File: config.mk
export PLATFORM = sky130hd
export DESIGN_NAME = sdspi_perf_monitor
export DESIGN_NICKNAME = d
export VERILOG_FILES = /design/src/rtl/perf_mon_pkg.sv /design/src/rtl/edge_detect.sv /design/src/rtl/sdspi_perf_monitor.sv
export SDC_FILE = /design/constraint.sdc
export NUM_CORES = 1
export LEC_CHECK = 0
export CORE_UTILIZATION = 55
export DETAILED_ROUTE_END_ITERATION = 7
export HOLD_SLACK_MARGIN = 0.05
export PLACE_DENSITY = 0.8
export SKIP_LAST_GASP = 1
export SYNTH_ARGS = -nofsm -noshare
export SYNTH_HDL_FRONTEND = slang
export SYNTH_SLANG_ARGS = --single-unit
File: constraint.sdc
create_clock -name clk -period 4.6 [get_ports clk]
set_input_delay 1.38 -clock clk [delete_from_list [all_inputs] [get_ports clk]]
set_output_delay 1.38 -clock clk [all_outputs]
set_load 0.01 [all_outputs]
File: src/rtl/perf_mon_pkg.sv
// rtl/perf_mon_pkg.sv - shared types and constants for the sdspi performance monitor
//
// Purpose: measurement FSM state encoding and 2-bit result status codes.
// Ports:   none (package).

package perf_mon_pkg;

  typedef enum logic [1:0] {
    IDLE = 2'b00,
    RUN  = 2'b01,
    HOLD = 2'b10
  } perf_state_t;

  localparam logic [1:0] ST_OK      = 2'b00;
  localparam logic [1:0] ST_ERR     = 2'b01;
  localparam logic [1:0] ST_TIMEOUT = 2'b10;
  localparam logic [1:0] ST_ABORT   = 2'b11;

endpackage

File: src/rtl/edge_detect.sv
// rtl/edge_detect.sv - registered rising-edge detector
//
// Purpose: flags a cycle where din is high while its registered copy is low.
//          The copy resets to 0, so a level already high when reset releases
//          is reported as an edge.
// Ports:   clk  - clock, rising edge
//          rst  - synchronous active-high reset
//          din  - level to watch
//          rise - high in the cycle din is high and was low on the previous edge

module edge_detect (
  input  logic clk,
  input  logic rst,
  input  logic din,
  output logic rise
);

  logic din_q;

  always_ff @(posedge clk) begin
    if (rst) din_q <= 1'b0;
    else     din_q <= din;
  end

  assign rise = din & ~din_q;

endmodule

File: src/rtl/sdspi_perf_monitor.sv
// rtl/sdspi_perf_monitor.sv - cycle-accurate run monitor for the sdspi UUT handshake
//
// Purpose: times each UUT run from start edge to end edge (or abort/timeout),
//          counts busy cycles, records the outcome and holds the result behind
//          a valid/ready handshake.
// Ports:   clk, rst                 - clock, synchronous active-high reset
//          start_uut, end_uut       - UUT start / finish levels (rising edges used)
//          err_uut, busy_uut        - UUT error / busy levels
//          timeout_limit            - max elapsed cycles, 0 disables
//          result_cycles/busy/status- held result
//          result_valid/ready       - result handshake
//          measuring                - a run is in progress
//          run_count                - results captured since reset (wraps)
//          overrun                  - sticky, start edge lost while result held

module sdspi_perf_monitor
  import perf_mon_pkg::*;
#(
  parameter int CNT_WIDTH     = 32,
  parameter int RUN_CNT_WIDTH = 16
) (
  input  logic                     clk,
  input  logic                     rst,
  input  logic                     start_uut,
  input  logic                     end_uut,
  input  logic                     err_uut,
  input  logic                     busy_uut,
  input  logic [CNT_WIDTH-1:0]     timeout_limit,
  output logic [CNT_WIDTH-1:0]     result_cycles,
  output logic [CNT_WIDTH-1:0]     result_busy,
  output logic [1:0]               result_status,
  output logic                     result_valid,
  input  logic                     result_ready,
  output logic                     measuring,
  output logic [RUN_CNT_WIDTH-1:0] run_count,
  output logic                     overrun
);

  localparam logic [CNT_WIDTH-1:0]     CNT_MAX = '1;
  localparam logic [CNT_WIDTH-1:0]     CNT_ONE = {{(CNT_WIDTH-1){1'b0}}, 1'b1};
  localparam logic [RUN_CNT_WIDTH-1:0] RUN_ONE = {{(RUN_CNT_WIDTH-1){1'b0}}, 1'b1};

  logic start_rise, end_rise;

  edge_detect u_start_edge (.clk(clk), .rst(rst), .din(start_uut), .rise(start_rise));
  edge_detect u_end_edge   (.clk(clk), .rst(rst), .din(end_uut),   .rise(end_rise));

  perf_state_t state, state_next;

  logic [CNT_WIDTH-1:0] elapsed, busy_cnt;
  logic                 err_seen;

  // Counter values as they stand after this cycle's RUN update; these are
  // what a terminating edge captures and what the timeout compares against.
  logic [CNT_WIDTH-1:0] elapsed_upd, busy_upd;
  logic                 err_upd;

  assign elapsed_upd = (elapsed == CNT_MAX) ? elapsed : elapsed + CNT_ONE;
  assign busy_upd    = (busy_uut && busy_cnt != CNT_MAX) ? busy_cnt + CNT_ONE : busy_cnt;
  assign err_upd     = err_seen | err_uut;

  logic       init_run;
  logic       capture;
  logic [1:0] cap_status;
  logic       set_overrun;

  always_comb begin
    state_next  = state;
    init_run    = 1'b0;
    capture     = 1'b0;
    cap_status  = ST_OK;
    set_overrun = 1'b0;
    case (state)
      IDLE: begin
        if (start_rise) begin
          state_next = RUN;
          init_run   = 1'b1;
        end
      end
      RUN: begin
        if (end_rise) begin
          capture    = 1'b1;
          cap_status = err_upd ? ST_ERR : ST_OK;
        end else if (start_rise) begin
          capture    = 1'b1;
          cap_status = ST_ABORT;
        end else if (timeout_limit != '0 && elapsed_upd == timeout_limit) begin
          capture    = 1'b1;
          cap_status = ST_TIMEOUT;
        end
        if (capture) state_next = HOLD;
      end
      HOLD: begin
        if (result_ready) begin
          // A start coinciding with the handshake is not lost: go straight to RUN.
          if (start_rise) begin
            state_next = RUN;
            init_run   = 1'b1;
          end else begin
            state_next = IDLE;
          end
        end else if (start_rise) begin
          set_overrun = 1'b1;
        end
      end
      default: state_next = IDLE;
    endcase
  end

  always_ff @(posedge clk) begin
    if (rst) begin
      state         <= IDLE;
      elapsed       <= '0;
      busy_cnt      <= '0;
      err_seen      <= 1'b0;
      result_cycles <= '0;
      result_busy   <= '0;
      result_status <= ST_OK;
      run_count     <= '0;
      overrun       <= 1'b0;
    end else begin
      state <= state_next;
      if (init_run) begin
        elapsed  <= '0;
        busy_cnt <= '0;
        err_seen <= 1'b0;
      end else if (state == RUN) begin
        elapsed  <= elapsed_upd;
        busy_cnt <= busy_upd;
        err_seen <= err_upd;
      end
      if (capture) begin
        result_cycles <= elapsed_upd;
        result_busy   <= busy_upd;
        result_status <= cap_status;
        run_count     <= run_count + RUN_ONE;
      end
      if (set_overrun) overrun <= 1'b1;
    end
  end

  assign result_valid = (state == HOLD);
  assign measuring    = (state == RUN);

endmodule

After elaboration in Yosys (flattened, before gate mapping). Cells that the tools add are included.

Bits of input ports: 39. Word-level logic and storage cells: 55. Output and inout bits: 85. Register bits after elaboration: 152.

Add/sub/neg operators: 3. Bitwise operators: 5. Reduce and logical (&&, ||, !) cells: 6. Mux-type cells: 22. Equal/unequal tests: 8.

Operators with widths (count): adder 32 x 1 -> 32 bit, second input constant (2); 2-to-1 mux 32 bit (2); == test 32 bit (1); == test 32 bit, second input constant (1); inequality test 32 bit, second input constant (1); nonzero test 32 bit (1); adder 16 x 1 -> 16 bit, second input constant (1); 2-to-1 mux 2 bit (7); 2-to-1 mux 1 bit (11); case mux 2 bit (3 select lines) (1); inequality test 2 x 1 -> 1 bit, second input constant (2); AND reduction 3 bit (1); AND 1 bit (2); == test 2 x 1 -> 1 bit, second input constant (1); == test 2 bit, second input constant (1); logical AND 1 bit (2); zero test 2 bit (1); inequality test 2 bit, second input constant (1); NOT 1 bit (2); case mux 1 bit (2 select lines) (1); OR reduction 2 bit (1); OR 1 bit (1).

Longest topological paths before layout. Gate-level depths: netlist (run 1).

Depth after elaboration: 10. Gate-level depth with buffers: 16. Mapped depth without buffers: 11.

By module. A second synthesis (run 1) with hierarchy kept.

Cells, all modules: 1128. Area total of the unflattened synthesis: 9033.7 µm².

Modules (own cells, without submodules): sdspi_perf_monitor (seq. area each 3002.9 µm², area an instance 8938.6 µm², cells each 1122, instances 1); edge_detect (seq. area each 20.0 µm², area an instance 47.5 µm², cells each 3, instances 2).

Worst setup path before layout (run 1). Ideal clock, no wire load.

Kind: input port to flip-flop. Start: in timeout_limit[5]. End: reg run_count[14]. Required time: 4.477 ns. Slack: 0.498 ns. Library setup time: 0.123 ns. Buffers on the path: 2. Arrival: 3.979 ns. Cell stages on the path: 11. Cell sequence: clkbuf_1 -> xnor2_1 -> a211oi_1 -> a31oi_1 -> a2111oi_2 -> o2111ai_1 -> or4_1 -> or2_1 -> buf_6 -> a2111oi_1 -> mux2_1.

Cells in the longest elaborated chain, start to end: 7. Elaborated cells on any way between the ends: 8. Classes of those cells: eq/ne: 1; mux: 5; reduce/logical: 2.

Ends and longest elaborated chain: start, declared (line sdspi_perf_monitor.sv:28) `input logic [CNT_WIDTH-1:0] timeout_limit,`; == test 32 bit / nonzero test 32 bit (equally long branches) (line sdspi_perf_monitor.sv:87) `end else if (timeout_limit != '0 && elapsed_upd == timeout_limit) begin`; logical AND 1 bit * (line sdspi_perf_monitor.sv:87); 2-to-1 mux 1 bit * (line sdspi_perf_monitor.sv:87); 2-to-1 mux 1 bit * (line sdspi_perf_monitor.sv:84) `end else if (start_rise) begin`; 2-to-1 mux 1 bit * (line sdspi_perf_monitor.sv:81) `if (end_rise) begin`; 2-to-1 mux 1 bit * (2 in a row) (line sdspi_perf_monitor.sv:73) `case (state)`; end signal, assigned (line sdspi_perf_monitor.sv:136) `run_count <= run_count + RUN_ONE;`; end, declared (line sdspi_perf_monitor.sv:35) `output logic [RUN_CNT_WIDTH-1:0] run_count,`.

Mark *: on every way between the ends. The rest lies on a longest branch, timed or not. The select of a mux whose other input is x is not followed. A chain may end at the register's enable or synchronous reset.

Worst setup path after layout (run 1).
Start: in timeout_limit[7]. End: reg run_count[5].

The elaborated chain is that of the path after synthesis.

==> results.ini, run 1 <==
[status]
status=completed

[drt]
num_vias=9297
drt_iter0_drc=846
ant_nets=0
vias_per_cell=6.10
drc=0
drt_first_pass_iters=5
drt-total-wl_um=30400
wl_per_cell_um=20.0

[global_route]
grt.total_usage_pct=35.2
gr-total-overflow=0
grt_pass1_vias=8664
antenna_found_initial=1
grt_pass1_wl_um=47900
grt_max_degree=68

[finish]
area_growth_pct=28.0
ff_latch_area_um2=3040
drive_gt1_share_pct=13.8
fillers=1239
final_nets=1337
diodes=0
multiInputGateArea_um2=5710

[synth]
synthFlopType=dfxtp_1
synthXorXnorAreaFrac_pct=12.6
synth-adder-area-share_pct=0.407
syn_avg_cell_area_um2=8.07
synth_top_family_by_area=simple AND/OR/NAND/NOR gates
yosys_warnings=0
ys_seq_area_share_pct=33.0
ys_top_cells_by_count=dfxtp_1, nor2_1, nand2_1
muxShareOfSynthArea_pct=3.03
synth_edf_count=0
synthSimpleGateAreaFrac_pct=26.1
async_reset_ff_share_pct=0
synth_largest_area_cell=dfxtp_1
synthTopCellsByArea=dfxtp_1, xnor2_1, nor2_1
synth_area_um2=9220
yosysMostFrequentCell=dfxtp_1
synth-compound-area-share_pct=19.0
synth_top_area_share_pct=33.0
syn-num-nets=1184
synth_cell_types=75
netlist_instances=1142
synth-seq-cells=152

[timing]
tightest_slew_ns=1.13
hold-worst-slack_ns=0.454
hold_viol=0
max_freq_mhz=226
period_share_pct=96.2
min_period_ns=4.42
setup_viol=0
slew_headroom_pct=24.6
drv_slew=0
rsz0062_at_grt=no
fin_skew_ns=0.0128
fin_ws_ns=0.176

[power]
max-vdd-ir-drop_mv=0.266
cellPowerDensity_nw_per_um2=268
p_leak_nw=4.25

[floorplanning]
ioPinCount=124
die_y_um=131
start_util_pct=57.2
die_area_um2=17300
fp.coreArea_um2=16100
rows=46
fp.dieW_um=131

[critical_path]
cp_max_fo=16
worstPathArrival_ns=4.73
critPathKind=input pin to flip-flop
startpoint_type=input pin
end_kind=flip-flop
critPathRequiredTime_ns=4.90
reg2reg_depth=12

[flow_run]
maxCapViolCount=0

[cts]
numCtsBuffers=17
cts_tree=built
h-tree-depth=4
cts_hold_buf=0
clockBufferDepth=2
clkTransAtPathRegs_ns=0.06
cts_root_buf=clkbuf_16
clk_latency_ns=0.43
cts.sinks=152

[worst_hold_path]
hold_depth=2
hold_path_class=flip-flop to flip-flop

[place]
dp_slack_ns=-0.334
place.gp.congestion=0.976
hpwl_um=22100
place.port_buffers=123

==> area by class of cell <==
type	count	area share, %
clock buffer	23	4.22
sequential	152	25.8
inverter	36	1.14
multi-input combinational	859	48.3
clock inverter	9	0.763
tap	216	2.29
timing repair buffer	229	17.5
==> power breakdown <==
part           total, mW  switching (mW)  internal [mW]
Clock               1.39           0.568          0.819
Combinational      0.396           0.210          0.186
Sequential          1.38          0.0247           1.35
==> stage by stage <==
stage          total power [mW]  area (µm²)  cells  setup TNS [ns]  util [%]
5_1_grt                    3.25       11800   1524               0      73.2
2_1_floorplan              1.59        9220   1142               0         -
3_5_place_dp               1.80       11200   1492           -7.60      69.3
4_1_cts                    3.17       11800   1524               0      72.9
6_report                   3.16       11800   1524               0      73.2
3_3_place_gp               1.79       11200   1492           -2.75      69.3
==> cell usage in the layout, fill, tap and decap left out, drive strengths merged, types with 27 or more instances in the layout <==
master / count
nand2: 92
a211oi: 41
nand3: 59
a21oi: 35
o21ai: 40
xnor2: 84
dfxtp: 152
inv: 37
clkdlybuf4s50: 121
o211ai: 27
nor2: 121
xor2: 46
nand4: 37
buf: 107
==> critical path: stages <==
cell,delay [ns]
clkdlybuf4s50_1,0.54
xor2_1,0.26
nor2_1,0.06
o21ai_0,0.15
a31oi_1,0.15
a2111oi_2,0.27
o2111ai_1,0.15
or4_1,0.56
or2_1,0.29
buf_12,0.18
buf_4,0.14
a211oi_1,0.25
mux2_1,0.35
==> worst paths after layout <==
check                     from                end  slack (ns)
min reg2reg  result_cycles[16]  result_cycles[16]        0.45
min          result_cycles[16]  result_cycles[16]        0.45
max reg2reg        elapsed[15]       run_count[5]        0.29
max           timeout_limit[7]       run_count[5]        0.18
==> kinds of logic (layout without fill, tap and decap cells) <==
| logic type | count (synthesis) | count (layout) |
|---|---|---|
| XOR/XNOR | 131 | 131 |
| AO/OA/AOI/OAI | 231 | 231 |
| buffers and inverters | 131 | 297 |
| multiplexers | 26 | 26 |
| AND/OR/NAND/NOR | 468 | 468 |
| flip-flops | 152 | 152 |
| adder cells (fa/ha/maj) | 3 | 3 |
==> repair_timing <==
item	4_1_cts	5_1_grt
setup buffers	0	0
gates resized for setup	0	10
setup endpoints to repair	0	6
==> registers in the layout, indices dropped and copies added (netlist names), 2 cells and up <==
| signal | flops |
|---|---|
| result_cycles | 32 |
| busy_cnt | 32 |
| run_count | 16 |
| result_busy | 32 |
| elapsed | 32 |
| state | 2 |
| result_status | 2 |
==> layer usage <==
metal | routed length, µm | up-vias | track usage (%)
met5 | 13 | - | 0
met4 | 951 | 2 | 13.1
met3 | 2450 | 70 | 6.87
met2 | 13900 | 423 | 55.5
met1 | 13200 | 4393 | 47.4
li1 | - | 4409 | -
No activity file was read; power rests on OpenSTA's default activity.
==> run 2, diff against run 1 <==
--- a/config.mk
+++ b/config.mk
@@ -10,6 +10,7 @@
 export HOLD_SLACK_MARGIN = 0.05
 export PLACE_DENSITY = 0.8
 export SKIP_LAST_GASP = 1
+export SLEW_MARGIN = 20
 export SYNTH_ARGS = -nofsm -noshare
 export SYNTH_HDL_FRONTEND = slang
 export SYNTH_SLANG_ARGS = --single-unit
==> results of run 2 <==
The final DEF is identical to that of run 1; final timing and power are the same.
